## src/rtl/pll_reset_seq.sv

```systemverilog
// PLL lock qualifier and reset sequencer for the fast TX clock domain.
// Turns the raw, asynchronous PLL lock flag into a debounced reset/ready pair, a RUN-gated tick and lock-loss status.
module pll_reset_seq #(
  parameter int LOCK_CYCLES = 4096,
  parameter int RST_HOLD    = 64,
  parameter int LOSS_FILTER = 8,
  parameter int DIV         = 219,
  parameter int CNT_W       = 13
) (
  input  logic       clock,
  input  logic       reset,
  input  logic       locked,
  input  logic       lost_clr,
  output logic       rst_out,
  output logic       ready,
  output logic       tick,
  output logic       lock_lost,
  output logic [7:0] relock_count,
  output logic [1:0] state
);

  localparam int LOSS_W = $clog2(LOSS_FILTER + 1);
  localparam int DIV_W  = $clog2(DIV);

  typedef enum logic [1:0] {
    ST_WAIT_LOCK = 2'd0,
    ST_QUALIFY   = 2'd1,
    ST_HOLD      = 2'd2,
    ST_RUN       = 2'd3
  } state_t;

  state_t              r_state;
  logic [1:0]          r_sync;
  logic [CNT_W-1:0]    r_cnt;
  logic [LOSS_W-1:0]   r_loss;
  logic [DIV_W-1:0]    r_div;
  logic                r_rst_out;
  logic                r_ready;
  logic                r_tick;
  logic                r_lock_lost;
  logic [7:0]          r_relock;

  state_t              w_state_nxt;
  logic [CNT_W-1:0]    w_cnt_nxt;
  logic [LOSS_W-1:0]   w_loss_nxt;
  logic [DIV_W-1:0]    w_div_nxt;
  logic                w_tick_nxt;
  logic                w_loss_event;
  logic                w_run_stay;
  logic                w_lk;

  assign w_lk = r_sync[1];

  always_comb begin
    // NOTE: every combinational output gets a default first so no path can infer a latch.
    w_state_nxt  = r_state;
    w_cnt_nxt    = r_cnt;
    w_loss_nxt   = '0;
    w_loss_event = 1'b0;
    unique case (r_state)
      ST_WAIT_LOCK: begin
        if (w_lk) begin
          w_state_nxt = ST_QUALIFY;
          w_cnt_nxt   = '0;
        end
      end
      ST_QUALIFY: begin
        if (!w_lk) begin
          w_state_nxt = ST_WAIT_LOCK;
          w_cnt_nxt   = '0;
        end else if (r_cnt == CNT_W'(LOCK_CYCLES - 1)) begin
          w_state_nxt = ST_HOLD;
          w_cnt_nxt   = '0;
        end else begin
          w_cnt_nxt = r_cnt + CNT_W'(1);
        end
      end
      ST_HOLD: begin
        // A single unlocked cycle here aborts silently; it is not a filtered loss.
        if (!w_lk) begin
          w_state_nxt = ST_WAIT_LOCK;
          w_cnt_nxt   = '0;
        end else if (r_cnt == CNT_W'(RST_HOLD - 1)) begin
          w_state_nxt = ST_RUN;
          w_cnt_nxt   = '0;
        end else begin
          w_cnt_nxt = r_cnt + CNT_W'(1);
        end
      end
      ST_RUN: begin
        if (!w_lk) begin
          if (r_loss == LOSS_W'(LOSS_FILTER - 1)) begin
            w_state_nxt  = ST_WAIT_LOCK;
            w_loss_event = 1'b1;
          end else begin
            w_loss_nxt = r_loss + LOSS_W'(1);
          end
        end
      end
      default: w_state_nxt = ST_WAIT_LOCK;
    endcase

    // Divider only runs while RUN is both current and next, so it restarts at 0 on every entry.
    w_run_stay = (r_state == ST_RUN) && (w_state_nxt == ST_RUN);
    w_div_nxt  = '0;
    w_tick_nxt = 1'b0;
    if (w_run_stay) begin
      if (r_div == DIV_W'(DIV - 1)) begin
        w_tick_nxt = 1'b1;
      end else begin
        w_div_nxt = r_div + DIV_W'(1);
      end
    end
  end

  always_ff @(posedge clock) begin
    // NOTE: sequential state uses non-blocking assignments so every register samples pre-edge values.
    if (reset) begin
      r_sync      <= 2'b00;
      r_state     <= ST_WAIT_LOCK;
      r_cnt       <= '0;
      r_loss      <= '0;
      r_div       <= '0;
      r_rst_out   <= 1'b1;
      r_ready     <= 1'b0;
      r_tick      <= 1'b0;
      r_lock_lost <= 1'b0;
      r_relock    <= '0;
    end else begin
      r_sync    <= {r_sync[0], locked};
      r_state   <= w_state_nxt;
      r_cnt     <= w_cnt_nxt;
      r_loss    <= w_loss_nxt;
      r_div     <= w_div_nxt;
      r_rst_out <= (w_state_nxt != ST_RUN);
      r_ready   <= (w_state_nxt == ST_RUN);
      r_tick    <= w_tick_nxt;
      // A new loss outranks a simultaneous clear.
      if (w_loss_event) begin
        r_lock_lost <= 1'b1;
      end else if (lost_clr) begin
        r_lock_lost <= 1'b0;
      end
      if (w_loss_event && (r_relock != 8'hFF)) begin
        r_relock <= r_relock + 8'd1;
      end
    end
  end

  assign rst_out      = r_rst_out;
  assign ready        = r_ready;
  assign tick         = r_tick;
  assign lock_lost    = r_lock_lost;
  assign relock_count = r_relock;
  assign state        = r_state;

endmodule

```

## config.mk

```make
export PLATFORM = sky130hd
export DESIGN_NAME = pll_reset_seq
export DESIGN_NICKNAME = d
export VERILOG_FILES = /design/src/rtl/pll_reset_seq.sv
export SDC_FILE = /design/constraint.sdc
export NUM_CORES = 1
export LEC_CHECK = 0
export BUFFER_PORTS_ARGS = -buffer_cell sky130_fd_sc_hd__buf_4
export CAP_MARGIN = 20
export CORE_ASPECT_RATIO = 0.6
export CORE_MARGIN = 2
export CORE_UTILIZATION = 50
export DETAILED_ROUTE_END_ITERATION = 12
export PLACE_DENSITY = 0.79
export SETUP_SLACK_MARGIN = 0.1
export SKIP_CTS_REPAIR_TIMING = 1
export SLEW_MARGIN = 10
export SYNTH_ARGS = -nofsm -noshare
export SYNTH_HDL_FRONTEND = slang
export SYNTH_SLANG_ARGS = --single-unit
```

## constraint.sdc

```tcl
create_clock -name clock -period 3.6 [get_ports clock]
set_input_delay 0.18 -clock clock [delete_from_list [all_inputs] [get_ports clock]]
set_output_delay 0.18 -clock clock [all_outputs]
set_load 0.02 [all_outputs]
```

==> results of run 1 <==
-- cell type report --
cell class	instances	area [um2]
timing repair buffer	17	127.6
inverter	10	37.54
tap	60	75.07
clock inverter	1	5.005
fill	375	1709
sequential	41	820.8
clock buffer	7	96.34
multi-input combinational	186	1227
-- worst paths after layout --
kind / to / slack, ns
hold / removal: r_sync[0]$_SDFF_PP0_ / 0.11
setup reg to reg: r_div[2]$_SDFF_PP0_ / 0.98
setup / recovery: r_div[2]$_SDFF_PP0_ / 0.98
hold reg to reg: r_sync[1]$_SDFF_PP0_ / 0.44
-- sequential cells by signal, indices dropped and copies added (netlist names) --
| signal | count |
|---|---|
| lock_lost | 1 |
| r_cnt | 13 |
| r_div | 8 |
| r_loss | 4 |
| r_sync | 2 |
| ready | 1 |
| relock_count | 8 |
| rst_out | 1 |
| state | 2 |
| tick | 1 |
-- through the flow --
stage | area (um2) | total power [mW]
2_1_floorplan | 2123 | 0.4871
3_3_place_gp | 2288 | 0.4956
3_5_place_dp | 2288 | 0.4959
4_1_cts | 2390 | 0.8286
5_1_grt | 2390 | 0.8522
6_report | 2390 | 0.8222
-- power breakdown --
part           switching [mW]  total, mW  internal (mW)
Combinational          0.0192     0.0285        0.00922
Clock                   0.164      0.337          0.173
Sequential            0.00202      0.457          0.455
-- metal layers --
metal | track usage, % | part of all wire [%] | routed length [um] | up-vias
met5 | 0 | 0 | 0 | -
met4 | 7.576 | 1.4 | 59 | 0
met3 | 4.827 | 5.3 | 228 | 7
met2 | 28.41 | 40 | 1703 | 52
met1 | 28.86 | 54 | 2311 | 805
li1 | - | - | - | 906
-- cell usage in the layout, fill, tap and decap left out, drive strengths merged, types with 2 or more instances in the layout --
cell and instances:
ha 11, xor2 9, nand4 4, a31oi 3
or3 2, and3 3, nor2b 5, nand3b 5
a21boi 2, dfxtp 41, nand2 24, and2 4
nand2b 2, xnor2 9, a21oi 9, nor4 3
a211oi 4, nor3 18, nand3 18, inv 10
clkbuf 7, o21ai 6, or4 5, o211ai 5
and3b 2, buf 17, nor3b 2, nor2 21
-- kinds of logic (layout without fill, tap and decap cells) --
group                      Yosys count  in the layout  share of synthesized area (%)
AOI/OAI and AO/OA                   37             37                          12.20
xor gates and xnor gates            18             18                          7.425
adders and majority gates           11             11                          6.482
buffers and inverters               18             35                          3.536
DFF                                 41             41                          38.66
muxes                                1              1                         0.4714
and+or+nand+nor                    119            119                          31.23
-- worst max-delay path: stages (launching register included) --
cell and delay [ns]:
dfxtp_1 0.36, inv_1 0.17, ha_1 0.29, or4bb_1 0.42, or4_4 0.45, a31oi_4 0.21
nand4_2 0.35, nor3_1 0.29
==> flow_metrics.env, run 1 <==
export IMPL_status="finished, final reports clean"
export IMPL_synth_top_cell_area_share_pct=38.66
export IMPL_routedWlPerCell_um=13.36
export IMPL_holdWs_ns=0.1079
export IMPL_ys_flop_type="dfxtp_1"
export IMPL_r2r_cells=7
export IMPL_fin_crit_sh_pct=72.75
export IMPL_cts_buffers=5
export IMPL_ys_types=45
export IMPL_instances_no_fill=322
export IMPL_dp_hpwl_mm=3.060
export IMPL_grtUsageTotal_pct=19.85
export IMPL_overflow=0
export IMPL_vdd_drop_max_mv=0.1954
export IMPL_synth_area_top_cells="dfxtp_1 (39%), ha_1 (6.5%), nand3_1 (4.2%)"
export IMPL_core_um2=4099
export IMPL_drv_cap=0
export IMPL_start_util_pct=51.80
export IMPL_finalCriticalPeriod_ns=2.619
export IMPL_power_density_nw_per_um2=344.0
export IMPL_wirelength_mm=4.302
export IMPL_p_leak_nw=0.8121
export IMPL_fp_dieH_um=54.48
export IMPL_max_slew_margin_pct=50.66
export IMPL_max_freq_ghz=0.3818
export IMPL_finClkSkew_ns=0.008475
export IMPL_syn_inst=245
export IMPL_grt_pass1_vias=1515
export IMPL_synth_area_um2=2123
export IMPL_hp_class="in2reg"
export IMPL_worst_slack_ns=0.9808
export IMPL_grt_pass1_wl_mm=7.203
export IMPL_cts_sinks=41
export IMPL_dieArea_um2=4801
export IMPL_critPathArrivalTime_ns=2.84
export IMPL_reg2reg_from="state[0]$_SDFF_PP0_"
export IMPL_avgSynthCellArea_um2=8.666
export IMPL_worstHoldStart="locked"
export IMPL_place_ws_ns=1.012
export IMPL_portBuffers=17
export IMPL_drc_errors=0
export IMPL_placedCellCount=314
export IMPL_drt_iter0_drc=144
export IMPL_synth_fp_nets=260
export IMPL_vias=1770
export IMPL_htreeDepth=2
export IMPL_drv_slew=0
export IMPL_start_kind="register"
export IMPL_post_route_util_pct=58.30
export IMPL_final_layout_size_suffix_gt1_share_pct=14.50
export IMPL_fp_dieW_um=88.13
export IMPL_yosysMostFrequentCell="dfxtp_1"
export IMPL_grt_max_degree=31
export IMPL_hold_viol=0
export IMPL_drtAntennaViolNets=0
export IMPL_worst_pin_slew_ns=0.7402
export IMPL_yosys_top_cells_count="dfxtp_1 (41), nand2_1 (24), nor2_1 (21)"
export IMPL_fin_tns_setup_ns=0
export IMPL_setup_worst_path_class="reg2reg"
export IMPL_seq_area_frac_synth_pct=38.66
export IMPL_path_clk_slew_ns=0.08
export IMPL_clock_root_buffer="clkbuf_8"
export IMPL_critPathMaxFanout=11
export IMPL_cts_buffer_depth=2
export IMPL_rsz0062_at_grt="false"
export IMPL_vias_per_cell=5.497
export IMPL_dr_pass1_iters=4
export IMPL_synth_seq_cells=41
export IMPL_synth_top_area_cell="dfxtp_1"
export IMPL_synth_warnings=0
export IMPL_cts_tree="done"
export IMPL_antenna_found_initial=0
export IMPL_clk_latency_ns=0.30
export IMPL_synth_edf_count=0
export IMPL_io_pins=18
export IMPL_rows=18
export IMPL_syn_to_final_growth_pct=12.55
export IMPL_setup_viol=0
export IMPL_cp_end_kind="register"
export IMPL_num_antenna_cells=0
export IMPL_hold_depth=2
export IMPL_gp_congestion=0.8483
export IMPL_crit_path_start="state[0]$_SDFF_PP0_"
export IMPL_required_ns=3.82
export IMPL_ys_async_sr_fraction_pct=0
export IMPL_fin_nets=276
(Power assumes the default switching activity.)
==> run 2, diff against run 1 <==
- ABC_AREA: not set -> 1
- clock period: 3.6 -> 2.56 ns (I/O delays scaled with it)
==> run 2 against run 1 <==
  * Critical path depth grew 2
  * Die area down 4.6%
  * Global-route usage down 1.1 points
  * Combinational power rose to 2.7 times the previous value
  * Via count fell by 2.3%
  * Cell count is 3.7% higher
  * Sequential power grew 41%
  * Cell area decreased by 3.5%
  * Clock skew decreased by 0.0063 ns
  * Register-to-register slack got worse by 0.35 ns
  * Power increased by 53%
==> flow_metrics.env, run 2 <==
export IMPL_drv_cap=0
export IMPL_ys_types=31
export IMPL_yosys_top_cells_count="nand2_1 (45), dfxtp_1 (41), nor2_1 (36)"
export IMPL_rows=17
export IMPL_max_slew_margin_pct=75.08
export IMPL_finClkSkew_ns=0.002159
export IMPL_routedWlPerCell_um=11.77
export IMPL_fp_dieW_um=86.05
export IMPL_hold_viol=0
export IMPL_fin_tns_setup_ns=0
export IMPL_cts_tree="done"
export IMPL_syn_to_final_growth_pct=14.25
export IMPL_num_antenna_cells=0
export IMPL_synth_seq_cells=41
export IMPL_cts_sinks=41
export IMPL_drc_errors=0
export IMPL_largest_reg_flops=13
export IMPL_fin_nets=301
export IMPL_vdd_drop_max_mv=0.2986
export IMPL_start_kind="register"
export IMPL_drv_slew=0
export IMPL_gp_congestion=0.8995
export IMPL_p_sw_uw=276.0
export IMPL_clock_root_buffer="clkbuf_8"
export IMPL_final_common_cell="nand2_1"
export IMPL_grtUsageTotal_pct=18.74
export IMPL_synth_edf_count=0
export IMPL_p_leak_nw=0.9487
export IMPL_combPwrFrac_pct=6.2
export IMPL_vias=1730
export IMPL_regArea_um2=820.8
export IMPL_setup_viol=0
export IMPL_drtAntennaViolNets=0
export IMPL_avgSynthCellArea_um2=7.649
export IMPL_final_area_um2=2307
export IMPL_required_ns=2.74
export IMPL_layout_common_cells="nand2_1 (45), dfxtp_1 (41), nor2_1 (36), inv_1 (33), a21oi_1 (21)"
export IMPL_synth_warnings=0
export IMPL_start_util_pct=53.64
export IMPL_drt_iter0_drc=132
export IMPL_synth_fp_nets=279
export IMPL_fp_dieH_um=53.23
export IMPL_grt_pass1_vias=1480
export IMPL_switching_share_pct=21.93
export IMPL_hp_class="in2reg"
export IMPL_io_pins=18
export IMPL_htreeDepth=2
export IMPL_dp_hpwl_mm=2.948
export IMPL_core_um2=3765
export IMPL_power_density_nw_per_um2=545.4
export IMPL_vias_per_cell=5.180
export IMPL_clockPowerShare_pct=42.5
export IMPL_overflow=0
export IMPL_max_freq_ghz=0.5190
export IMPL_instances_no_fill=334
export IMPL_ys_async_sr_fraction_pct=0
export IMPL_status="finished, final reports clean"
export IMPL_syn_inst=264
export IMPL_grt_pass1_wl_mm=6.568
export IMPL_seq_area_frac_synth_pct=40.64
export IMPL_setup_worst_path_class="reg2reg"
export IMPL_portBuffers=17
export IMPL_cp_end_kind="register"
export IMPL_wirelength_mm=3.930
export IMPL_dr_pass1_iters=4
export IMPL_critPathArrivalTime_ns=2.10
export IMPL_clk_latency_ns=0.29
export IMPL_pwr_share_seq_pct=51.4
export IMPL_multi_input_comb_area_um2=1046
export IMPL_top_register="r_cnt"
export IMPL_antenna_found_initial=0
export IMPL_rsz0062_at_grt="false"
export IMPL_power_mw=1.258
export IMPL_cts_buffers=5
export IMPL_synth_area_top_cells="dfxtp_1 (41%), nand2_1 (8.4%), ha_1 (6.8%)"
export IMPL_fin_crit_sh_pct=75.27
export IMPL_holdWs_ns=0.03250
export IMPL_n_fill_cell=331
export IMPL_yosysMostFrequentCell="nand2_1"
export IMPL_grt_max_degree=14
export IMPL_dieArea_um2=4580
export IMPL_synth_top_cell_area_share_pct=40.64
export IMPL_critPathMaxFanout=9
export IMPL_intPower_uw=982.2
export IMPL_synth_area_um2=2019
export IMPL_final_layout_size_suffix_gt1_share_pct=13.59
export IMPL_placedCellCount=326
export IMPL_path_clk_slew_ns=0.07
export IMPL_ys_flop_type="dfxtp_1"
export IMPL_cts_buffer_depth=2
export IMPL_finalCriticalPeriod_ns=1.927
export IMPL_place_area_um2=2191
export IMPL_synth_top_area_cell="dfxtp_1"
export IMPL_worst_pin_slew_ns=0.3707
## run 2: power groups by stage
stage | Sequential [mW] | Combinational, mW | Clock, mW
final | 0.646 | 0.0778 | 0.534
after floorplan | 0.663 | 0.0530 | 0
after detailed placement | 0.661 | 0.0762 | 0
after global placement | 0.660 | 0.0751 | 0
after CTS | 0.646 | 0.0770 | 0.547
after global routing | 0.647 | 0.0838 | 0.573
## run 2: cells by family after synthesis
| family | synth area share, % |
|---|---|
| xor gates and xnor gates | 4.771 |
| buffers and inverters | 7.559 |
| AOI/OAI and AO/OA | 11.28 |
| DFF | 40.64 |
| adders and majority gates | 6.815 |
| and+or+nand+nor | 28.93 |
## run 2: area by class of cell
| class | count | area share (%) |
|---|---|---|
| Clock buffer | 7 | 3.742 |
| Clock inverter | 1 | 1.302 |
| Inverter | 36 | 5.965 |
| Multi-Input combinational cell | 185 | 45.34 |
| Sequential cell | 41 | 35.57 |
| Tap cell | 47 | 2.549 |
| Timing Repair Buffer | 17 | 5.531 |
## run 2: worst max-delay path, stage by stage, from the launching register on
cell	delay [ns]
dfxtp_1	0.45
inv_1	0.14
ha_1	0.26
a21oi_4	0.32
inv_4	0.11
nor3_2	0.14
nand2_1	0.08
nor2_1	0.13
xnor2_1	0.13
nor2_1	0.05
## run 2: stage by stage
step / utilization, % / setup WS (ns)
3_3_place_gp: 58.19 / 0.7619
4_1_cts: 61.28 / 0.6403
2_1_floorplan: - / 0.7450
5_1_grt: 61.28 / 0.4848
3_5_place_dp: 58.19 / 0.6742
6_report: 61.28 / 0.6332
## run 2: metal layers
layer  wire, um  vias to the layer above  GRT usage, %
li1           -                      905             -
met3        317                        7         5.460
met2       1500                       62         27.26
met5          0                        -             0
met4         63                        0         7.937
met1       2048                      756         25.78
## run 2: worst paths after layout
| kind | slack, ns | end | cells after the start | from |
|---|---|---|---|---|
| worst min-delay path | 0.03 | r_sync[0]$_SDFF_PP0_ | 3 | locked |
| worst max-delay path | 0.63 | r_cnt[10]$_SDFFE_PP0P_ | 9 | state[0]$_SDFF_PP0_ |
| worst min register to register | 0.40 | r_sync[1]$_SDFF_PP0_ | 2 | r_sync[0]$_SDFF_PP0_ |
| worst max register to register | 0.63 | r_cnt[10]$_SDFFE_PP0P_ | 9 | state[0]$_SDFF_PP0_ |
